$ cat src/rtl/axi_lite_pkg.sv
// axi_lite_pkg: AXI4-Lite response codes and the
// initiator FSM state type shared by master and responders.
package axi_lite_pkg;

  localparam logic [1:0] RESP_OKAY   = 2'b00;
  localparam logic [1:0] RESP_EXOKAY = 2'b01;
  localparam logic [1:0] RESP_SLVERR = 2'b10;
  localparam logic [1:0] RESP_DECERR = 2'b11;

  typedef enum logic [2:0] {
    IDLE,
    WR_REQ,
    WR_RESP,
    RD_REQ,
    RD_RESP,
    RSP
  } state_e;

endpackage

$ cat src/rtl/axi_lite_master.sv
// axi_lite_master: single-outstanding AXI4-Lite initiator
// turning a valid/ready command stream into AXI4-Lite transfers.
module axi_lite_master
  import axi_lite_pkg::*;
#(
  parameter int AXI_ADDR_BW_p = 12
) (
  input  logic                     clk,
  input  logic                     rst_n,
  input  logic                     i_cmd_valid,
  output logic                     o_cmd_ready,
  input  logic                     i_cmd_write,
  input  logic [AXI_ADDR_BW_p-1:0] i_cmd_addr,
  input  logic [31:0]              i_cmd_wdata,
  output logic                     o_rsp_valid,
  input  logic                     i_rsp_ready,
  output logic                     o_rsp_write,
  output logic [1:0]               o_rsp_resp,
  output logic [31:0]              o_rsp_rdata,
  output logic [AXI_ADDR_BW_p-1:0] o_axi_awaddr,
  output logic                     o_axi_awvalid,
  input  logic                     i_axi_awready,
  output logic [31:0]              o_axi_wdata,
  output logic                     o_axi_wvalid,
  input  logic                     i_axi_wready,
  input  logic [1:0]               i_axi_bresp,
  input  logic                     i_axi_bvalid,
  output logic                     o_axi_bready,
  output logic [AXI_ADDR_BW_p-1:0] o_axi_araddr,
  output logic                     o_axi_arvalid,
  input  logic                     i_axi_arready,
  input  logic [31:0]              i_axi_rdata,
  input  logic [1:0]               i_axi_rresp,
  input  logic                     i_axi_rvalid,
  output logic                     o_axi_rready
);

  state_e state_q, state_d;

  logic [AXI_ADDR_BW_p-1:0] addr_q;
  logic [31:0]              wdata_q;
  logic                     awvalid_q;
  logic                     wvalid_q;
  logic                     arvalid_q;
  logic                     rsp_write_q;
  logic [1:0]               rsp_resp_q;
  logic [31:0]              rsp_rdata_q;
  logic                     cmd_fire;
  logic                     aw_done;
  logic                     w_done;

  assign o_cmd_ready  = (state_q == IDLE);
  assign o_axi_bready = (state_q == WR_RESP);
  assign o_axi_rready = (state_q == RD_RESP);
  assign o_rsp_valid  = (state_q == RSP);

  assign o_axi_awaddr  = addr_q;
  assign o_axi_araddr  = addr_q;
  assign o_axi_wdata   = wdata_q;
  assign o_axi_awvalid = awvalid_q;
  assign o_axi_wvalid  = wvalid_q;
  assign o_axi_arvalid = arvalid_q;
  assign o_rsp_write   = rsp_write_q;
  assign o_rsp_resp    = rsp_resp_q;
  assign o_rsp_rdata   = rsp_rdata_q;

  assign cmd_fire = o_cmd_ready & i_cmd_valid;
  // a channel is done once its valid has dropped or it handshakes now
  assign aw_done  = ~awvalid_q | i_axi_awready;
  assign w_done   = ~wvalid_q | i_axi_wready;

  always_ff @(posedge clk or negedge rst_n) begin
    if (!rst_n) begin
      state_q <= IDLE;
    end else begin
      state_q <= state_d;
    end
  end

  always_comb begin
    state_d = state_q;
    unique case (state_q)
      IDLE: begin
        if (i_cmd_valid) begin
          state_d = i_cmd_write ? WR_REQ : RD_REQ;
        end
      end
      WR_REQ: begin
        if (aw_done && w_done) state_d = WR_RESP;
      end
      WR_RESP: begin
        if (i_axi_bvalid) state_d = RSP;
      end
      RD_REQ: begin
        if (i_axi_arready) state_d = RD_RESP;
      end
      RD_RESP: begin
        if (i_axi_rvalid) state_d = RSP;
      end
      RSP: begin
        if (i_rsp_ready) state_d = IDLE;
      end
      default: state_d = IDLE;
    endcase
  end

  always_ff @(posedge clk or negedge rst_n) begin
    if (!rst_n) begin
      addr_q      <= '0;
      wdata_q     <= '0;
      awvalid_q   <= 1'b0;
      wvalid_q    <= 1'b0;
      arvalid_q   <= 1'b0;
      rsp_write_q <= 1'b0;
      rsp_resp_q  <= '0;
      rsp_rdata_q <= '0;
    end else begin
      if (cmd_fire) begin
        addr_q    <= i_cmd_addr;
        wdata_q   <= i_cmd_wdata;
        awvalid_q <= i_cmd_write;
        wvalid_q  <= i_cmd_write;
        arvalid_q <= ~i_cmd_write;
      end
      if (awvalid_q && i_axi_awready) awvalid_q <= 1'b0;
      if (wvalid_q && i_axi_wready)   wvalid_q  <= 1'b0;
      if (arvalid_q && i_axi_arready) arvalid_q <= 1'b0;
      if (o_axi_bready && i_axi_bvalid) begin
        rsp_write_q <= 1'b1;
        rsp_resp_q  <= i_axi_bresp;
        rsp_rdata_q <= '0;
      end
      if (o_axi_rready && i_axi_rvalid) begin
        rsp_write_q <= 1'b0;
        rsp_resp_q  <= i_axi_rresp;
        rsp_rdata_q <= i_axi_rdata;
      end
    end
  end

endmodule

$ cat config.mk
export PLATFORM = sky130hd
export DESIGN_NAME = axi_lite_master
export DESIGN_NICKNAME = d
export VERILOG_FILES = /design/src/rtl/axi_lite_pkg.sv /design/src/rtl/axi_lite_master.sv
export SDC_FILE = /design/constraint.sdc
export NUM_CORES = 1
export LEC_CHECK = 0
export BUFFER_PORTS_ARGS = -buffer_cell sky130_fd_sc_hd__buf_4
export CORE_MARGIN = 4
export CORE_UTILIZATION = 40
export DETAILED_ROUTE_END_ITERATION = 6
export GPL_TIMING_DRIVEN = 1
export PLACE_DENSITY = 0.71
export SETUP_SLACK_MARGIN = 0.1
export SYNTH_ARGS = -nofsm -noshare
export SYNTH_HDL_FRONTEND = slang
export SYNTH_SLANG_ARGS = --single-unit
$ cat constraint.sdc
create_clock -name clk -period 2.01 [get_ports clk]
set_input_delay 0.402 -clock clk [delete_from_list [all_inputs] [get_ports clk]]
set_output_delay 0.402 -clock clk [all_outputs]
set_load 0.02 [all_outputs]
Word level (Yosys, flattened, before mapping)
Index checks and enable logic that the tools add are counted.

Flip-flop bits (word level): 85. Output and inout bits: 98.

Bitwise logic cells: 6. Reduce and logical (&&, ||, !) cells: 12. Eq/ne operators: 11. Multiplexer cells: 19.

Operators with widths (count): $mux 32 (2); $mux 3 (6); $pmux 3 s6 (1); $ne 2x2->1 const B (5); $reduce_bool 2->1 (4); $mux 1 (7); $eq 3x2->1 const B (2); $eq 3x3->1 const B (2); $logic_and 1x1->1 (6); $mux 2 (3); $reduce_and 6->1 (1); $eq 3x1->1 const B (1); $logic_not 3->1 (1); $not 1->1 (3); $ne 2x1->1 const B (1); $or 1x1->1 (2); $and 1x1->1 (1).

Depth between registers and ports, before layout
Depth after elaboration: 5. Gate-level depth with buffers: 6. Gate-level depth less buffers: 4.

Least setup slack after synthesis
OpenSTA, ideal clock, no wires.

Path type: flip-flop to flip-flop. Start: register state_q[1]. End: register rsp_resp_q[0] (netlist: o_rsp_resp[0]). Period minus slack after synthesis: 1.715 ns. Arrival: 1.587 ns. Stages on the path, launching flop included: 5. Path buffers: 0. Slack: 0.295 ns. Data required time: 1.882 ns. Cell sequence: dfrtp_1 > nor3b_1 > and2_1 > mux2i_1 > o21ai_0.

Longest elaborated chain between the ends: 3. Elaborated cells between the ends (all ways): 6. Classes of those cells: 2 x eq/ne; 1 x mux; 3 x reduce/logical.

RTL lines: from (decl) (line axi_lite_master.sv:38) `state_e state_q, state_d;`; from (signal assigned) (line axi_lite_master.sv:76) `state_q <= state_d;`; $eq 3x2->1 (line axi_lite_master.sv:53) `assign o_axi_bready = (state_q == WR_RESP);`; named net o_axi_bready (line axi_lite_master.sv:28) `output logic o_axi_bready,`; $logic_and 1x1->1 (line axi_lite_master.sv:128) `if (o_axi_bready && i_axi_bvalid) begin`; $reduce_bool 2->1 (no source line); to (signal assigned) (line axi_lite_master.sv:130) `rsp_resp_q <= i_axi_bresp;`; to (signal assigned) (line axi_lite_master.sv:135) `rsp_resp_q <= i_axi_rresp;`; to (decl) (line axi_lite_master.sv:46) `logic [1:0] rsp_resp_q;`.

The timed path passes the listed nets, and every way through them passes these cells. A chain may end at the register's enable or synchronous reset.

Worst setup path after layout
Start: register state_q[2]. End: output port o_rsp_valid.

Longest elaborated chain between the ends: 1.

RTL lines: $eq 3x3->1 (line axi_lite_master.sv:55) `assign o_rsp_valid = (state_q == RSP);`; to (decl) (line axi_lite_master.sv:15) `output logic o_rsp_valid,`.

No other way between the ends.

==> flow_summary.json <==
{
  "grt_pass1_vias": 2579,
  "n_fill_cell": 695,
  "dpl.hpwl_mm": 6.42,
  "ys_async_sr_fraction_pct": 100,
  "ys_seq_elements": 85,
  "synthCells": 233,
  "path_clk_slew_ns": 0.08,
  "fin_ws_ns": 0.216,
  "fin_worst_skew_ns": 0.00823,
  "numCtsBuffers": 9,
  "crit_fanout": 8,
  "route.detailed.drc": 0,
  "drive_above_1_share_pct": 62.4,
  "htreeDepth": 3,
  "wl_mm": 8.50,
  "drt-initial-drc-count": 56,
  "cts_tree": "yes",
  "cp-end-kind": "output pin",
  "fin_crit_sh_pct": 89.2,
  "ys_top_cells_by_count": "85 x dfrtp_1, 45 x mux2_2, 31 x a22o_1",
  "rsz0062_at_grt": "false",
  "yosys_warnings": 0,
  "slew_violations": 0,
  "ys.flop_type": "dfrtp_1",
  "synth_cell_type_count": 26,
  "powerDensity_nw_per_um2": 1690,
  "slew_headroom_pct": 67.7,
  "holdWs_ns": 0.232,
  "report.final.hold_viol_count": 0,
  "ys_seq_area_share_pct": 62.5,
  "grt_max_degree": 39,
  "crit_arrival_ns": 1.39,
  "syn_area_um2": 3400,
  "register_area_um2": 2130,
  "grtUsageTotal_pct": 16.5,
  "post_cts_buffers": 0,
  "worstHoldStart": "i_axi_awready",
  "via_count": 2545,
  "min_period_ns": 1.79,
  "multi_input_comb_area_um2": 1060,
  "overflow": 0,
  "irDropWorstVdd_mv": 0.749,
  "die_y_um": 100,
  "synth_top_area_share_pct": 62.5,
  "pin_count": 188,
  "holdCritPathClass": "input port to flip-flop",
  "numPortBuffers": 187,
  "cts_max_path_buffers": 2,
  "synth_edf_count": 0,
  "maxCapViolCount": 0,
  "worstSetupPathType": "flip-flop to output pin",
  "avgRoutedWirePerCell_um": 16.3,
  "setup_violations": 0,
  "avgSynthCellArea_um2": 14.6,
  "synthMostInstantiatedCell": "dfrtp_1",
  "worst_pin_slew_ns": 0.484,
  "r2r_start": "state_q[0]",
  "area_growth_pct": 48.5,
  "yosysTopAreaCell": "dfrtp_1",
  "diodes": 0,
  "ant_nets": 0,
  "cts_root_buf": "clkbuf_8",
  "max_freq_mhz": 557,
  "die_x_um": 100,
  "via_per_inst": 4.88,
  "finalWeightedCongestion": 0.817,
  "post-place-ws_ns": 0.281,
  "synth.area.top_cells": "dfrtp_1 63%, mux2_2 15%, a22o_1 8.0%",
  "crit_start": "state_q[2]",
  "clock_latency_ns": 0.35,
  "nets": 502,
  "grt_pass1_wl_mm": 13.2,
  "syn_nets": 323,
  "initial_core_util_pct": 41.2,
  "setup_tns_ns": 0,
  "num_rows": 33,
  "power_leakage_nw": 2.54,
  "core_um2": 8260,
  "dr.pass1.iters": 4,
  "die-area_um2": 10000,
  "required_ns": 1.61,
  "clock_sinks": 85,
  "final_util_pct": 61.2,
  "status": "completed",
  "antenna_found_initial": 0,
  "start_kind": "flip-flop"
}
placed cells by master, fill, tap and decap left out, drive strengths merged, types with 3 or more instances in the layout:
cell and instances:
a22o 32, and2 4, buf 193, clkbuf 9
clkinv 3, dfrtp 85, inv 5, mux2 45
mux2i 3, nand2 9, nor2 5, o21ai 4
cell type report:
cell class              count  share of cell area, %
inverters                   4                  0.297
repair buffers            194                   29.6
flip-flops and latches     85                   42.1
well taps                 105                   2.60
multi-input cells         118                   21.0
clock buffers               9                   2.45
clock inverters             7                   1.96
cells by family after synthesis:
group,count (synthesis),synth area share (%)
flip-flops,85,62.5
multiplexers,48,15.8
AO/OA/AOI/OAI,44,10.7
buffers and inverters,30,6.51
AND/OR/NAND/NOR,26,4.52
power by group:
| group | internal [W] | leakage (nW) | total [W] | switching (W) |
|---|---|---|---|---|
| clock | 0.000706 | 0.110 | 0.00133 | 0.000621 |
| combinational | 0.00207 | 1.38 | 0.00418 | 0.00212 |
| sequential | 0.00249 | 1.05 | 0.00302 | 0.000538 |
routing by layer:
layer	routed length [um]	part of all wire, %	vias up	GRT usage (%)
met5	0	0	-	0
met4	191	2.2	0	6.74
met3	645	7.6	16	4.52
met2	4260	50	108	27.1
met1	3410	40	1242	20.6
li1	-	-	1179	-
stage by stage:
step / power [W] / cells / instance area, um2
final: 0.00853 / 522 / 5050
after global routing: 0.00902 / 522 / 5050
after CTS: 0.00865 / 522 / 5050
after detailed placement: 0.00728 / 505 / 4810
after global placement: 0.00717 / 505 / 4810
after floorplan: 0.00557 / 233 / 3400
worst max-delay path, cell delays in order (launching register included):
cell and delay [ns]:
dfrtp_1 0.50, and2b_1 0.24, and2_1 0.16, buf_4 0.15
sequential cells by signal, indices dropped and copies added, names as in the netlist:
signal	flops
o_rsp_rdata	32
o_axi_wdata	32
state_q	3
o_rsp_resp	2
o_axi_awvalid	1
o_axi_araddr	12
o_rsp_write	1
o_axi_wvalid	1
o_axi_arvalid	1
timing repair:
action	4_1_cts	5_1_grt
endpoints found under the hold margin	26	0
endpoints found under the setup margin	0	2
gates resized for setup	0	2
hold buffers	1	0
path summary, 6_finish.rpt:
path,endpoint,slack (ns),cells past startpoint
worst max-delay path,o_rsp_valid,0.22,3
worst min-delay path,o_axi_awvalid,0.23,2
worst max register to register,o_axi_wdata[19],0.29,3
worst min register to register,o_axi_arvalid,0.47,1
max in group asynchronous,o_axi_wdata[0],0.87,3
min in group asynchronous,o_rsp_rdata[13],0.51,2
No activity file was read; power rests on OpenSTA's default activity.
